$ cat src/rtl/arp_frame_sched_if.sv
// arp_frame_sched_if: decoded RX frame, resolve request/response, cache write and TX frame bundle.
interface arp_frame_sched_if;
  logic        s_frame_valid;
  logic        s_frame_ready;
  logic [15:0] s_arp_oper;
  logic [47:0] s_arp_sha;
  logic [31:0] s_arp_spa;
  logic [31:0] s_arp_tpa;
  logic        req_valid;
  logic        req_ready;
  logic [31:0] req_ip;
  logic        resp_valid;
  logic        resp_error;
  logic [47:0] resp_mac;
  logic        cache_wr_valid;
  logic [31:0] cache_wr_ip;
  logic [47:0] cache_wr_mac;
  logic        m_frame_valid;
  logic        m_frame_ready;
  logic [47:0] m_eth_dest_mac;
  logic [47:0] m_eth_src_mac;
  logic [15:0] m_eth_type;
  logic [15:0] m_arp_htype;
  logic [15:0] m_arp_ptype;
  logic [7:0]  m_arp_hlen;
  logic [7:0]  m_arp_plen;
  logic [15:0] m_arp_oper;
  logic [47:0] m_arp_sha;
  logic [31:0] m_arp_spa;
  logic [47:0] m_arp_tha;
  logic [31:0] m_arp_tpa;
  logic        busy;
  modport slave (
    input  s_frame_valid, s_arp_oper, s_arp_sha, s_arp_spa, s_arp_tpa, req_valid, req_ip, m_frame_ready,
    output s_frame_ready, req_ready, resp_valid, resp_error, resp_mac, cache_wr_valid, cache_wr_ip,
           cache_wr_mac, m_frame_valid, m_eth_dest_mac, m_eth_src_mac, m_eth_type, m_arp_htype,
           m_arp_ptype, m_arp_hlen, m_arp_plen, m_arp_oper, m_arp_sha, m_arp_spa, m_arp_tha,
           m_arp_tpa, busy
  );
  modport master (
    output s_frame_valid, s_arp_oper, s_arp_sha, s_arp_spa, s_arp_tpa, req_valid, req_ip, m_frame_ready,
    input  s_frame_ready, req_ready, resp_valid, resp_error, resp_mac, cache_wr_valid, cache_wr_ip,
           cache_wr_mac, m_frame_valid, m_eth_dest_mac, m_eth_src_mac, m_eth_type, m_arp_htype,
           m_arp_ptype, m_arp_hlen, m_arp_plen, m_arp_oper, m_arp_sha, m_arp_spa, m_arp_tha,
           m_arp_tpa, busy
  );
endinterface

$ cat src/rtl/arp_frame_sched.sv
// arp_frame_sched: ARP responder, single-outstanding resolver with timed retries, and TX frame arbiter.
module arp_frame_sched #(
  parameter int RETRY_COUNT    = 4,
  parameter int RETRY_INTERVAL = 125000
) (
  input  logic             clk,
  input  logic             rst_n,
  input  logic [47:0]      local_mac,
  input  logic [31:0]      local_ip,
  arp_frame_sched_if.slave bus
);
  localparam int TW = $clog2(RETRY_INTERVAL + 1);
  localparam int RW = $clog2(RETRY_COUNT + 1);
  typedef enum logic [1:0] {IDLE, SEND, WAIT} state_t;
  state_t        state;
  logic [TW-1:0] timer;
  logic [RW-1:0] retries;
  logic [31:0]   req_ip_q;
  logic          reply_pending;
  logic [47:0]   rp_sha;
  logic [31:0]   rp_spa;
  logic          rx_acc, match, timeout, give_up, load, send_req, oper_arp;
  assign bus.s_frame_ready = !reply_pending;
  assign bus.req_ready     = state == IDLE;
  assign bus.busy          = state != IDLE;
  assign rx_acc   = bus.s_frame_valid && !reply_pending;
  assign oper_arp = bus.s_arp_oper == 16'd1 || bus.s_arp_oper == 16'd2;
  assign match    = rx_acc && bus.s_arp_oper == 16'd2 && bus.s_arp_spa == req_ip_q && state != IDLE;
  assign timeout  = state == WAIT && timer == TW'(RETRY_INTERVAL - 1);
  assign give_up  = timeout && retries == RW'(RETRY_COUNT - 1) && !match;
  assign load     = !bus.m_frame_valid || bus.m_frame_ready;
  // A match while still in SEND cancels the request that has not gone out yet.
  assign send_req = load && !reply_pending && state == SEND && !match;
  always_ff @(posedge clk or negedge rst_n) begin
    if (!rst_n) begin
      state              <= IDLE;
      timer              <= '0;
      retries            <= '0;
      req_ip_q           <= '0;
      reply_pending      <= 1'b0;
      rp_sha             <= '0;
      rp_spa             <= '0;
      bus.resp_valid     <= 1'b0;
      bus.resp_error     <= 1'b0;
      bus.resp_mac       <= '0;
      bus.cache_wr_valid <= 1'b0;
      bus.cache_wr_ip    <= '0;
      bus.cache_wr_mac   <= '0;
      bus.m_frame_valid  <= 1'b0;
      bus.m_eth_dest_mac <= '0;
      bus.m_eth_src_mac  <= '0;
      bus.m_eth_type     <= '0;
      bus.m_arp_htype    <= '0;
      bus.m_arp_ptype    <= '0;
      bus.m_arp_hlen     <= '0;
      bus.m_arp_plen     <= '0;
      bus.m_arp_oper     <= '0;
      bus.m_arp_sha      <= '0;
      bus.m_arp_spa      <= '0;
      bus.m_arp_tha      <= '0;
      bus.m_arp_tpa      <= '0;
    end else begin
      bus.cache_wr_valid <= rx_acc && bus.s_arp_spa != '0 && oper_arp;
      if (rx_acc) begin
        bus.cache_wr_ip  <= bus.s_arp_spa;
        bus.cache_wr_mac <= bus.s_arp_sha;
      end
      bus.resp_valid <= match || give_up;
      if (match || give_up) begin
        bus.resp_error <= !match;
        bus.resp_mac   <= match ? bus.s_arp_sha : '0;
      end
      if (rx_acc && bus.s_arp_oper == 16'd1 && bus.s_arp_tpa == local_ip) begin
        reply_pending <= 1'b1;
        rp_sha        <= bus.s_arp_sha;
        rp_spa        <= bus.s_arp_spa;
      end else if (load && reply_pending) begin
        reply_pending <= 1'b0;
      end
      if (load) begin
        bus.m_frame_valid <= reply_pending || send_req;
        if (reply_pending || send_req) begin
          bus.m_eth_dest_mac <= reply_pending ? rp_sha : '1;
          bus.m_eth_src_mac  <= local_mac;
          bus.m_eth_type     <= 16'h0806;
          bus.m_arp_htype    <= 16'd1;
          bus.m_arp_ptype    <= 16'h0800;
          bus.m_arp_hlen     <= 8'd6;
          bus.m_arp_plen     <= 8'd4;
          bus.m_arp_oper     <= reply_pending ? 16'd2 : 16'd1;
          bus.m_arp_sha      <= local_mac;
          bus.m_arp_spa      <= local_ip;
          bus.m_arp_tha      <= reply_pending ? rp_sha : '0;
          bus.m_arp_tpa      <= reply_pending ? rp_spa : req_ip_q;
        end
      end
      if (bus.req_valid && state == IDLE) begin
        state    <= SEND;
        req_ip_q <= bus.req_ip;
        retries  <= '0;
      end else if (match) begin
        state <= IDLE;
      end else if (send_req) begin
        state <= WAIT;
        timer <= '0;
      end else if (timeout) begin
        state   <= give_up ? IDLE : SEND;
        retries <= give_up ? retries : retries + RW'(1);
      end else if (state == WAIT) begin
        timer <= timer + TW'(1);
      end
    end
  end
endmodule

$ cat src/flat_wrapper.sv
// flat-port wrapper written by rule: the top's interface ports become plain ports
module arp_frame_sched_flat 
#(
  parameter int RETRY_COUNT    = 4,
  parameter int RETRY_INTERVAL = 125000
)
  (clk, rst_n, local_mac, local_ip, bus_s_frame_valid, bus_s_arp_oper, bus_s_arp_sha, bus_s_arp_spa, bus_s_arp_tpa, bus_req_valid, bus_req_ip, bus_m_frame_ready, bus_s_frame_ready, bus_req_ready, bus_resp_valid, bus_resp_error, bus_resp_mac, bus_cache_wr_valid, bus_cache_wr_ip, bus_cache_wr_mac, bus_m_frame_valid, bus_m_eth_dest_mac, bus_m_eth_src_mac, bus_m_eth_type, bus_m_arp_htype, bus_m_arp_ptype, bus_m_arp_hlen, bus_m_arp_plen, bus_m_arp_oper, bus_m_arp_sha, bus_m_arp_spa, bus_m_arp_tha, bus_m_arp_tpa, bus_busy);
  arp_frame_sched_if bus_i ();
  input  logic clk;
  input  logic rst_n;
  input  logic [47:0] local_mac;
  input  logic [31:0] local_ip;
  input wire logic [$bits(bus_i.s_frame_valid)-1:0] bus_s_frame_valid;
  input wire logic [$bits(bus_i.s_arp_oper)-1:0] bus_s_arp_oper;
  input wire logic [$bits(bus_i.s_arp_sha)-1:0] bus_s_arp_sha;
  input wire logic [$bits(bus_i.s_arp_spa)-1:0] bus_s_arp_spa;
  input wire logic [$bits(bus_i.s_arp_tpa)-1:0] bus_s_arp_tpa;
  input wire logic [$bits(bus_i.req_valid)-1:0] bus_req_valid;
  input wire logic [$bits(bus_i.req_ip)-1:0] bus_req_ip;
  input wire logic [$bits(bus_i.m_frame_ready)-1:0] bus_m_frame_ready;
  output wire logic [$bits(bus_i.s_frame_ready)-1:0] bus_s_frame_ready;
  output wire logic [$bits(bus_i.req_ready)-1:0] bus_req_ready;
  output wire logic [$bits(bus_i.resp_valid)-1:0] bus_resp_valid;
  output wire logic [$bits(bus_i.resp_error)-1:0] bus_resp_error;
  output wire logic [$bits(bus_i.resp_mac)-1:0] bus_resp_mac;
  output wire logic [$bits(bus_i.cache_wr_valid)-1:0] bus_cache_wr_valid;
  output wire logic [$bits(bus_i.cache_wr_ip)-1:0] bus_cache_wr_ip;
  output wire logic [$bits(bus_i.cache_wr_mac)-1:0] bus_cache_wr_mac;
  output wire logic [$bits(bus_i.m_frame_valid)-1:0] bus_m_frame_valid;
  output wire logic [$bits(bus_i.m_eth_dest_mac)-1:0] bus_m_eth_dest_mac;
  output wire logic [$bits(bus_i.m_eth_src_mac)-1:0] bus_m_eth_src_mac;
  output wire logic [$bits(bus_i.m_eth_type)-1:0] bus_m_eth_type;
  output wire logic [$bits(bus_i.m_arp_htype)-1:0] bus_m_arp_htype;
  output wire logic [$bits(bus_i.m_arp_ptype)-1:0] bus_m_arp_ptype;
  output wire logic [$bits(bus_i.m_arp_hlen)-1:0] bus_m_arp_hlen;
  output wire logic [$bits(bus_i.m_arp_plen)-1:0] bus_m_arp_plen;
  output wire logic [$bits(bus_i.m_arp_oper)-1:0] bus_m_arp_oper;
  output wire logic [$bits(bus_i.m_arp_sha)-1:0] bus_m_arp_sha;
  output wire logic [$bits(bus_i.m_arp_spa)-1:0] bus_m_arp_spa;
  output wire logic [$bits(bus_i.m_arp_tha)-1:0] bus_m_arp_tha;
  output wire logic [$bits(bus_i.m_arp_tpa)-1:0] bus_m_arp_tpa;
  output wire logic [$bits(bus_i.busy)-1:0] bus_busy;
  assign bus_i.s_frame_valid = bus_s_frame_valid;
  assign bus_i.s_arp_oper = bus_s_arp_oper;
  assign bus_i.s_arp_sha = bus_s_arp_sha;
  assign bus_i.s_arp_spa = bus_s_arp_spa;
  assign bus_i.s_arp_tpa = bus_s_arp_tpa;
  assign bus_i.req_valid = bus_req_valid;
  assign bus_i.req_ip = bus_req_ip;
  assign bus_i.m_frame_ready = bus_m_frame_ready;
  assign bus_s_frame_ready = bus_i.s_frame_ready;
  assign bus_req_ready = bus_i.req_ready;
  assign bus_resp_valid = bus_i.resp_valid;
  assign bus_resp_error = bus_i.resp_error;
  assign bus_resp_mac = bus_i.resp_mac;
  assign bus_cache_wr_valid = bus_i.cache_wr_valid;
  assign bus_cache_wr_ip = bus_i.cache_wr_ip;
  assign bus_cache_wr_mac = bus_i.cache_wr_mac;
  assign bus_m_frame_valid = bus_i.m_frame_valid;
  assign bus_m_eth_dest_mac = bus_i.m_eth_dest_mac;
  assign bus_m_eth_src_mac = bus_i.m_eth_src_mac;
  assign bus_m_eth_type = bus_i.m_eth_type;
  assign bus_m_arp_htype = bus_i.m_arp_htype;
  assign bus_m_arp_ptype = bus_i.m_arp_ptype;
  assign bus_m_arp_hlen = bus_i.m_arp_hlen;
  assign bus_m_arp_plen = bus_i.m_arp_plen;
  assign bus_m_arp_oper = bus_i.m_arp_oper;
  assign bus_m_arp_sha = bus_i.m_arp_sha;
  assign bus_m_arp_spa = bus_i.m_arp_spa;
  assign bus_m_arp_tha = bus_i.m_arp_tha;
  assign bus_m_arp_tpa = bus_i.m_arp_tpa;
  assign bus_busy = bus_i.busy;
  arp_frame_sched #(.RETRY_COUNT(RETRY_COUNT), .RETRY_INTERVAL(RETRY_INTERVAL)) u_core (.clk(clk), .rst_n(rst_n), .local_mac(local_mac), .local_ip(local_ip), .bus(bus_i));
endmodule
$ cat config.mk
export PLATFORM = sky130hd
export DESIGN_NAME = arp_frame_sched_flat
export DESIGN_NICKNAME = d
export VERILOG_FILES = /design/src/rtl/arp_frame_sched_if.sv /design/src/rtl/arp_frame_sched.sv /design/src/flat_wrapper.sv
export SDC_FILE = /design/constraint.sdc
export NUM_CORES = 1
export LEC_CHECK = 0
export ABC_AREA = 0
export ABC_CLOCK_PERIOD_IN_PS = 2300
export CAP_MARGIN = 15
export CORE_AREA = 2 2 275 277
export DETAILED_ROUTE_END_ITERATION = 16
export DIE_AREA = 0 0 277 279
export GPL_TIMING_DRIVEN = 1
export PLACE_DENSITY = 0.6
export SLEW_MARGIN = 0
export SYNTH_ARGS = -nofsm -noshare
export SYNTH_HDL_FRONTEND = slang
export SYNTH_SLANG_ARGS = --single-unit
$ cat constraint.sdc
create_clock -name clk -period 2.3 [get_ports clk]
set_input_delay 0.46 -clock clk [delete_from_list [all_inputs] [get_ports clk]]
set_output_delay 0.46 -clock clk [all_outputs]
set_load 0.02 [all_outputs]
==> metrics, run 1 <==
Starting Density=27.6%; largest net degree at the start of global routing=85; Seq/Total Area, Yosys=58.5%; die span in x=277 µm; cts bufs inserted=52; vias in the first global route=17200; Post-Synth Adder-Cell Area=0.184%; global route overflow=0; antenna violations before repair=12; Initial DRC Count=1041; xor-xnor portion of the synthesized cell area=2.66%; Fin Setup TNS=-15.82 ns; crit path DAT=3.03 ns; Crit Path Category=reg2reg; total global-route track usage=19.4%; Die Y=279 µm; Worst Setup Start Kind=register; Core ar.=0.0741 mm²; simple logic cell fraction of the synthesized area=8.90%; share of post-route cells with drive strength above 1=27.5%; antenna viol nets, final=0; RSZ-0062 raised after global routing=true; Synth Area in Compound Gates=6.28%; crit path max fanout=4; max-slew violation count=0; mux contribution to synthesized area=15.9%; Post-Synthesis Cells=1730; Avg WL per Cell=22.8 µm; CTS H-tree lvls=2; Setup WS post-layout=-0.203 ns; final hold vios=0; die footprint=0.0773 mm²; register bit total from synthesis=478; fin nets=2731; drt pass-1 iters=7; Tcrit/Tclk final=109%; Slew @ Worst Pin=0.551 ns; top layer in use=met5; CP Data Required Time=2.83 ns; met2 routed WL=39200 µm; Skew-Pair Late Insertion Delay=0.61 ns; total routed wirelength=79800 µm; Final GP Congestion=0.896; clock slew at reported path FFs=0.06 ns; DRC viols=0; P_leak=13.9 nW; first-pass GRT wire length=112000 µm; Tightest Hold Check Type=in2reg; Fmax=0.400 GHz; post-synth top area share=58.5%; Synth cell types=43; wl on met1=31300 µm; I/O pin cnt=716; Final Power=0.0348 W; root buf cell=clkbuf_16; max cap viols=0; peak supply drop=709 µV; largest family of logic cells by synthesized area=multiplexers; endpoint class of the critical path=register; vias=16400; slew margin rel.=63.0%; failing checks=setup timing; area leader, netlist=dfrtp_1; PwrDens=1080 mW/mm²; largest cells by area after synthesis=dfrtp_1, mux2_2, buf_4; final setup fails=241; CTS max path bufs=3; post-route clock skew=0.0207 ns; crit path time final=2.50 ns; Mapped Avg Cell Area=11.8 µm²; status=finished with violations; CTS tree=built; Clock Sinks=478; DR WL met3=6140 µm; PortBufs=645; vias per inst=4.69; area of the mapped netlist=0.0204 mm²; area delta synth->final=57.2%; Rows=100; DP Wirelength=56600 µm; Syn. warnings=0
-- cell usage after synthesis, drive strengths merged --
master,number
a211oi,1
a21o,2
a21oi,105
a31oi,5
and2,6
and3,3
and4,3
buf,139
clkbuf,81
conb,1
dfrtp,478
ha,3
inv,56
mux2,288
nand2,66
nand2b,6
nand3,55
nand3b,1
nand4,22
nand4b,1
nor2,111
nor2b,8
nor3,50
nor3b,1
nor4,31
nor4b,2
o21ai,119
o2bb2ai,2
o31ai,11
o41ai,1
or2,2
or3,2
or4,4
or4b,2
xnor2,32
xor2,30
-- cell families (layout without fill, tap and decap cells) --
kind of cell,after synthesis,in the layout
other cells,1,76
flops,478,478
simple gates,376,376
xor+xnor,62,62
buf+inv,276,998
compound gates,246,246
mux,288,288
fa+ha+maj,3,3
-- state kept, by name, indices dropped and copies added, names as in the netlist, 3 cells and up --
register,cells
u_core.rp_spa,32
u_core.bus.m_arp_sha,48
u_core.bus.m_eth_dest_mac,48
u_core.retries,3
u_core.req_ip_q,32
u_core.bus.m_arp_tha,48
u_core.bus.cache_wr_mac,48
u_core.timer,17
u_core.bus.cache_wr_ip,32
u_core.bus.m_arp_spa,32
u_core.bus.m_arp_tpa,32
u_core.bus.resp_mac,48
u_core.rp_sha,48
-- report_power, final --
| group | total, W | switching (W) | internal (W) | leakage, nW |
|---|---|---|---|---|
| logic | 0.0139 | 0.00672 | 0.00714 | 7.12 |
| clock network | 0.00868 | 0.00356 | 0.00512 | 0.867 |
| registers | 0.0123 | 0.00174 | 0.0105 | 5.96 |
-- per-stage QoR --
step                      hold WS [ns]  worst slack (ns)  utilization [%]  std cells  instance area, µm²
after floorplan                  0.164           -0.0411                -       1799               20700
after global placement           0.394            -0.767             38.8       3360               28700
after detailed placement         0.396            -0.791             38.8       3360               28700
after CTS                        0.239            -0.159             42.3       3476               31300
after global routing             0.251            -0.236             43.3       3492               32100
final                            0.282            -0.203             43.4       3496               32100
-- cell usage in the layout, fill, tap and decap left out, types with 6 or more instances in the layout --
cell / count
and2_1: 6
nor3_2: 16
clkbuf_16: 62
xnor2_1: 16
dlygate4sd2_1: 18
nor2b_1: 7
o21ai_1: 41
xnor2_2: 14
conb_1: 70
buf_16: 14
buf_8: 7
nor2_1: 109
nor3_4: 11
inv_1: 55
diode_2: 6
nand4_1: 22
a21oi_2: 6
clkbuf_1: 10
nand3_1: 29
a21oi_1: 98
clkbuf_8: 12
buf_12: 35
o21ai_2: 8
clkdlybuf4s50_1: 625
dfrtp_1: 476
nor3_1: 23
nand2_1: 64
o31ai_1: 11
mux2_2: 279
nand3_2: 22
clkinv_2: 6
buf_4: 134
nor4_1: 23
mux2_4: 9
xor2_1: 29
o21ai_0: 69
-- worst max-delay path: stages, from the launching register on --
cell,delay (ns)
dfrtp_1,0.39
or4b_4,0.55
or4_4,0.52
or4_4,0.46
or3_4,0.37
o2bb2ai_2,0.13
-- final cells by class --
| cell class | count | area (µm²) |
|---|---|---|
| Fill cell | 6879 | 42000 |
| Clock inverter | 18 | 263 |
| Timing Repair Buffer | 850 | 8940 |
| Tap cell | 969 | 1210 |
| Inverter | 56 | 213 |
| Sequential cell | 478 | 12000 |
| Multi-Input combinational cell | 1045 | 8010 |
| Clock buffer | 74 | 1500 |
| Antenna cell | 6 | 15.0 |
-- worst paths after layout --
| path | from | to | slack (ns) | cells past startpoint |
|---|---|---|---|---|
| setup / recovery | u_core.timer[12]$_DFFE_PN0P_ | u_core.retries[2]$_DFFE_PN0P_ | -0.20 | 5 |
| hold / removal | local_ip[4] | u_core.bus.m_arp_spa[4]$_DFFE_PN0P_ | 0.28 | 2 |
| setup reg to reg | u_core.timer[12]$_DFFE_PN0P_ | u_core.retries[2]$_DFFE_PN0P_ | -0.20 | 5 |
| hold reg to reg | u_core.timer[15]$_DFFE_PN0P_ | u_core.timer[15]$_DFFE_PN0P_ | 0.48 | 1 |
| max in group asynchronous | rst_n | u_core.reply_pending$_DFFE_PN0P_ | 1.07 | 3 |
| min in group asynchronous | rst_n | u_core.bus.cache_wr_ip[19]$_DFFE_PN0P_ | 0.36 | 2 |
-- what timing repair did --
item                                    4_1_cts  5_1_grt
setup buffers                                13        7
hold buffers                                  1        0
resized for setup                           151      103
endpoints found under the setup margin      365      364
gates cloned                                 11       11
endpoints found under the hold margin        22        0
pin swaps                                    16       39
-- routing by layer --
metal  track usage (%)  up-vias
li1                  -     7323
met3              5.79      145
met4              8.31       10
met5                 0        -
met1              23.0     8235
met2              32.5      669
Power figures use the tool's default switching activity.
==> run 2, diff against run 1 <==
--- a/config.mk
+++ b/config.mk
@@ -13,7 +13,9 @@
 export DIE_AREA = 0 0 277 279
 export GPL_TIMING_DRIVEN = 1
 export PLACE_DENSITY = 0.6
+export REMOVE_ABC_BUFFERS = 1
 export SLEW_MARGIN = 0
 export SYNTH_ARGS = -nofsm -noshare
 export SYNTH_HDL_FRONTEND = slang
 export SYNTH_SLANG_ARGS = --single-unit
+export TNS_END_PERCENT = 30
==> run 2 against run 1 <==
Compared with the run above: the flow still finishes with violations (setup timing); register-to-register slack got worse by 0.02 ns; final area rose by 0.37%; first-iteration DRC count shrank 23%; utilization up 0.16 points; maximum frequency fell by 0.91%; final cell count increased by 0.60%; worst setup slack lost 0.023 ns; sequential cell count unchanged; clock power is 4.0% higher.
==> metrics, run 2 (synthesis results as in run 1) <==
status=finished with violations; failing checks=setup timing; Core ar.=0.0741 mm²; final setup fails=298; Combinational Power Share=39.7%; Slew @ Worst Pin=0.595 ns; Setup WS post-layout=-0.226 ns; drt pass-1 iters=5; first-pass GRT wire length=111000 µm; vias in the first global route=17300; most frequent cells in the layout=clkdlybuf4s50_1, dfrtp_1, mux2_2; root buf cell=clkbuf_16; multi-input logic area=0.00798 mm²; peak supply drop=898 µV; PortBufs=645; Starting Density=27.6%; Skew-Pair Late Insertion Delay=0.59 ns; die footprint=0.0773 mm²; cts bufs inserted=53; Avg WL per Cell=21.7 µm; RSZ-0062 raised after global routing=true; CP Data Required Time=2.82 ns; GR Layer Usage met3=5.13%; Clock Power Share=25.6%; Worst Setup Start Kind=register; FILL cells=6817; Die Y=279 µm; CTS max path bufs=3; P_leak=14.0 nW; cell area after layout=0.0322 mm²; dpl ws=-1.02 ns; most common cell after layout, fill and taps aside=clkdlybuf4s50_1; area delta synth->final=57.8%; Int Pwr=0.0233 W; antenna viol nets, final=0; crit path max fanout=4; I/O pin cnt=716; total routed wirelength=76400 µm; fin nets=2749; crit path DAT=3.05 ns; Crit Path Category=reg2reg; crit path time final=2.53 ns; endpoint class of the critical path=register; layer with the highest usage=met2; vias per inst=4.63; Fmax=0.396 GHz; vias=16300; global route overflow=0; Flop pwr share=34.7%; DP Wirelength=53500 µm; final hold vios=0; clock slew at reported path FFs=0.06 ns; Tcrit/Tclk final=110%; Net Sw Frac=33.9%; die span in x=277 µm; Tightest Hold Check Type=in2reg; register area=0.0120 mm²; share of post-route cells with drive strength above 1=27.8%; max cap viols=0; met1 Track Usage GR=21.4%; Initial DRC Count=801; GR Util met2=34.3%; slew margin rel.=60.3%; post-route clock skew=0.0223 ns; Rows=100; total global-route track usage=18.9%; dpl cell area=0.0288 mm²; largest net degree at the start of global routing=91; Clock Sinks=478; DRC viols=0; max-slew violation count=0; CTS H-tree lvls=2; PwrDens=1090 mW/mm²; P_sw=0.0119 W; antenna violations before repair=16; CTS tree=built; Final GP Congestion=0.894
[run 2: cell types whose count changed in the layout (fill, tap and decap cells not counted), sizes merged]
cell	change
clkdlybuf4s15	+1
dlygate4sd2	+18
bufinv	+2
buf	+21
clkinvlp	+1
diode	+1
dlymetal6s2s	+1
inv	-3
clkdlybuf4s50	-21
[run 2: layout make-up]
type | instances | share of cell area, %
diodes | 7 | 0.0543
clock buffers | 77 | 4.90
clock inverters | 18 | 0.858
inverters | 56 | 0.652
multi-input cells | 1045 | 24.8
flip-flops and latches | 478 | 37.1
well taps | 969 | 3.76
repair buffers | 867 | 27.9
[run 2: path summary, 6_finish.rpt]
path	start	end	slack, ns	depth (start not counted)
worst max-delay path	u_core.timer[12]$_DFFE_PN0P_	u_core.retries[2]$_DFFE_PN0P_	-0.23	5
worst min-delay path	local_ip[19]	u_core.bus.m_arp_spa[19]$_DFFE_PN0P_	0.28	2
worst max register to register	u_core.timer[12]$_DFFE_PN0P_	u_core.retries[2]$_DFFE_PN0P_	-0.23	5
worst min register to register	u_core.bus.cache_wr_mac[28]$_DFFE_PN0P_	u_core.bus.cache_wr_mac[28]$_DFFE_PN0P_	0.48	2
max in group asynchronous	rst_n	u_core.bus.m_arp_tha[26]$_DFFE_PN0P_	1.00	3
min in group asynchronous	rst_n	u_core.rp_sha[4]$_DFFE_PN0P_	0.44	2
[run 2: repair_timing]
action | 4_1_cts | 5_1_grt
hold buffers | 1 | 0
setup buffers | 11 | 7
pin swaps | 69 | 27
gates cloned | 15 | 8
gates resized for setup | 168 | 60
endpoints found under the hold margin | 35 | 0
setup endpoints to repair | 374 | 362
[run 2: worst max-delay path, cell delays in order (launching register included)]
cell and delay (ns):
dfrtp_1 0.38, or4b_4 0.55, or4_4 0.50, or4_4 0.53, or3_4 0.36, o2bb2ai_2 0.13
[run 2: power groups by stage]
stage               clock network (W)  registers [W]  logic [W]
finish                        0.00903         0.0122     0.0140
global route                  0.00961         0.0125     0.0147
detailed placement                  0         0.0123     0.0130
global placement                    0         0.0122     0.0129
floorplan                           0         0.0146    0.00335
CTS                           0.00922         0.0122     0.0138
[run 2: through the flow]
stage	util (%)	power, W	std cells	hold WS [ns]	setup TNS (ns)
final	43.5	0.0352	3517	0.280	-23.40
after global routing	43.5	0.0368	3517	0.267	-42.67
after CTS	42.8	0.0352	3498	0.237	-14.28
after detailed placement	38.8	0.0252	3376	0.470	-327.27
after global placement	38.8	0.0251	3376	0.462	-332.65
after floorplan	-	0.0179	1579	0.164	-1422.26
[run 2: metal layers]
metal | share of wire (%) | vias up
met3 | 7.1 | 122
li1 | - | 7337
met1 | 38 | 8168
met5 | 0.11 | -
met4 | 3.1 | 12
met2 | 51 | 637
==> run 3, diff against run 2 <==
--- a/config.mk
+++ b/config.mk
@@ -6,13 +6,13 @@
 export NUM_CORES = 1
 export LEC_CHECK = 0
 export ABC_AREA = 0
-export ABC_CLOCK_PERIOD_IN_PS = 2300
+export ABC_CLOCK_PERIOD_IN_PS = 3300
 export CAP_MARGIN = 15
 export CORE_AREA = 2 2 275 277
 export DETAILED_ROUTE_END_ITERATION = 16
 export DIE_AREA = 0 0 277 279
 export GPL_TIMING_DRIVEN = 1
-export PLACE_DENSITY = 0.6
+export PLACE_DENSITY = 0.58
 export REMOVE_ABC_BUFFERS = 1
 export SLEW_MARGIN = 0
 export SYNTH_ARGS = -nofsm -noshare
==> constraint.sdc (replaced) <==
create_clock -name clk -period 3.3 [get_ports clk]
set_input_delay 0.66 -clock clk [delete_from_list [all_inputs] [get_ports clk]]
set_output_delay 0.66 -clock clk [all_outputs]
set_load 0.02 [all_outputs]
==> run 3 against run 2 <==
Compared with the run above: the flow now finishes without violations; power fell by 33%; first-iteration DRC count rose by 6.4%; final area fell by 6.7%.
==> metrics, run 3 (synthesis results as in run 1) <==
DRC viols=0; most common cell after layout, fill and taps aside=clkdlybuf4s50_1; Worst Setup Start Kind=register; Worst path depth=3; fin nets=2640; final setup fails=0; postcts setup bufs=0; CTS max path bufs=3; largest net degree at the start of global routing=98; share of post-route cells with drive strength above 1=20.5%; max cap viols=0; status=complete, no violations; Die Y=279 µm; global route overflow=0; Tcrit/Tclk final=94.6%; endpoint class of the critical path=primary output; RSZ-0062 raised after global routing=false; Rows=100; clock slew at reported path FFs=0.06 ns; Final Power=0.0235 W; Initial DRC Count=852; CP Data Required Time=2.64 ns; Fmax=0.320 GHz; CTS resizes=0; slew margin rel.=29.0%; origin of the critical flop-to-flop path=u_core.state[1]$_DFFE_PN0P_; Crit Path Category=reg2out; vias=15500; CP max stage delay=0.60 ns; total routed wirelength=69000 µm; Hold Buf Count CTS=0; CTS tree=built; Final GP Congestion=0.896; drt pass-1 iters=5; R2R depth=8; dpl ws=-0.263 ns; P_sw=0.00785 W; Net Sw Frac=33.5%; Int Pwr=0.0156 W; Crit path max-delay family=buffers and inverters; CP Buf/Inv Count=3; I/O pin cnt=716; DP Wirelength=52500 µm; final hold vios=0; cts bufs inserted=53; antenna viol nets, final=0; crit path time final=3.12 ns; antenna violations before repair=9; Crit-path slowest cell=clkdlybuf4s50_1; first-pass GRT wire length=102000 µm; CTS H-tree lvls=2; PwrDens=780 mW/mm²; Starting Density=27.6%; dpl cell area=0.0282 mm²; total global-route track usage=17.4%; vias per inst=4.55; P_leak=13.0 nW; launch point of the critical path=u_core.reply_pending$_DFFE_PN0P_; crit path cell chain=buf_4, inv_1, clkdlybuf4s50_1; Clock Power Share=26.8%; die span in x=277 µm; Flop pwr share=36.0%; vias in the first global route=16200; crit path max fanout=33; Avg WL per Cell=20.2 µm; most frequent cells in the layout=clkdlybuf4s50_1, dfrtp_1, mux2_2; cell area after layout=0.0301 mm²; peak supply drop=577 µV; Skew-Pair Late Insertion Delay=0.59 ns; Fin Setup TNS=0 ns; max-slew violation count=0; Setup WS post-layout=0.180 ns; Combinational Power Share=37.1%; Clock Sinks=478; post-route clock skew=0.0251 ns; Core ar.=0.0741 mm²; Slew @ Worst Pin=1.06 ns; area delta synth->final=47.1%; PortBufs=645; root buf cell=clkbuf_16; Post-Route Utilization=40.6%; Tightest Hold Check Type=in2async; die footprint=0.0773 mm²; crit path DAT=2.46 ns
==> run 3: cell count changes in the layout (fill, tap and decap cells not counted), moves of 10 or more <==
cell,previous run,this run
xnor2_1,19,32
nor3_2,26,0
buf_12,28,18
buf_6,13,0
clkdlybuf4s50_1,604,644
nor3_1,2,50
nor3_4,22,0
nor4_1,19,31
buf_16,19,0
mux2_4,10,0
xnor2_2,13,0
dlygate4sd2_1,36,0
buf_4,154,95
==> run 3: stage by stage <==
| step | hold WS, ns | instances |
|---|---|---|
| 2_1_floorplan | 0.364 | 1579 |
| 3_3_place_gp | 0.461 | 3306 |
| 3_5_place_dp | 0.471 | 3306 |
| 4_1_cts | 0.110 | 3403 |
| 5_1_grt | 0.142 | 3408 |
| 6_report | 0.127 | 3411 |
==> run 3: final timing paths <==
kind                                                             end  slack [ns]
max in group asynchronous  u_core.bus.m_eth_dest_mac[15]$_DFFE_PN0P_        2.17
min                              u_core.bus.m_arp_tha[3]$_DFFE_PN0P_        0.13
min reg2reg                  u_core.bus.cache_wr_mac[39]$_DFFE_PN0P_        0.48
min in group clk             u_core.bus.cache_wr_mac[39]$_DFFE_PN0P_        0.48
max reg2reg                     u_core.bus.m_arp_spa[18]$_DFFE_PN0P_        0.53
max                                                bus_s_frame_ready        0.18
==> run 3: routing by layer <==
metal,wire length [µm],part of all wire (%),vias to the layer above,track usage [%]
li1,-,-,7138,-
met1,26700,39,7696,20.0
met2,34600,50,586,30.7
met3,5390,7.8,88,4.98
met4,2270,3.3,2,6.03
met5,12,0.017,-,0
==> run 3: area by class of cell <==
type / instances / area (µm²)
clock buffers: 79 / 1590
inverters: 56 / 210
repair buffers: 758 / 7530
well taps: 969 / 1210
clock inverters: 18 / 287
flip-flops and latches: 478 / 12000
multi-input cells: 1045 / 7250
diodes: 8 / 20.0
fillers: 6991 / 44000
==> run 3: worst register-to-register path, delay by kind of cell, from the launching register on <==
family | cells | cell delay, ns
DFF | 1 | 0.43
muxes | 1 | 0.37
and+or+nand+nor | 4 | 0.88
buffers and inverters | 2 | 0.47
AOI/OAI and AO/OA | 1 | 0.50
==> run 3: power groups by stage <==
stage	combinational, W	sequential, W	clock (W)
global route	0.00920	0.00865	0.00672
floorplan	0.00233	0.0101	0
finish	0.00871	0.00845	0.00629
CTS	0.00883	0.00846	0.00648
global placement	0.00874	0.00848	0
detailed placement	0.00878	0.00853	0
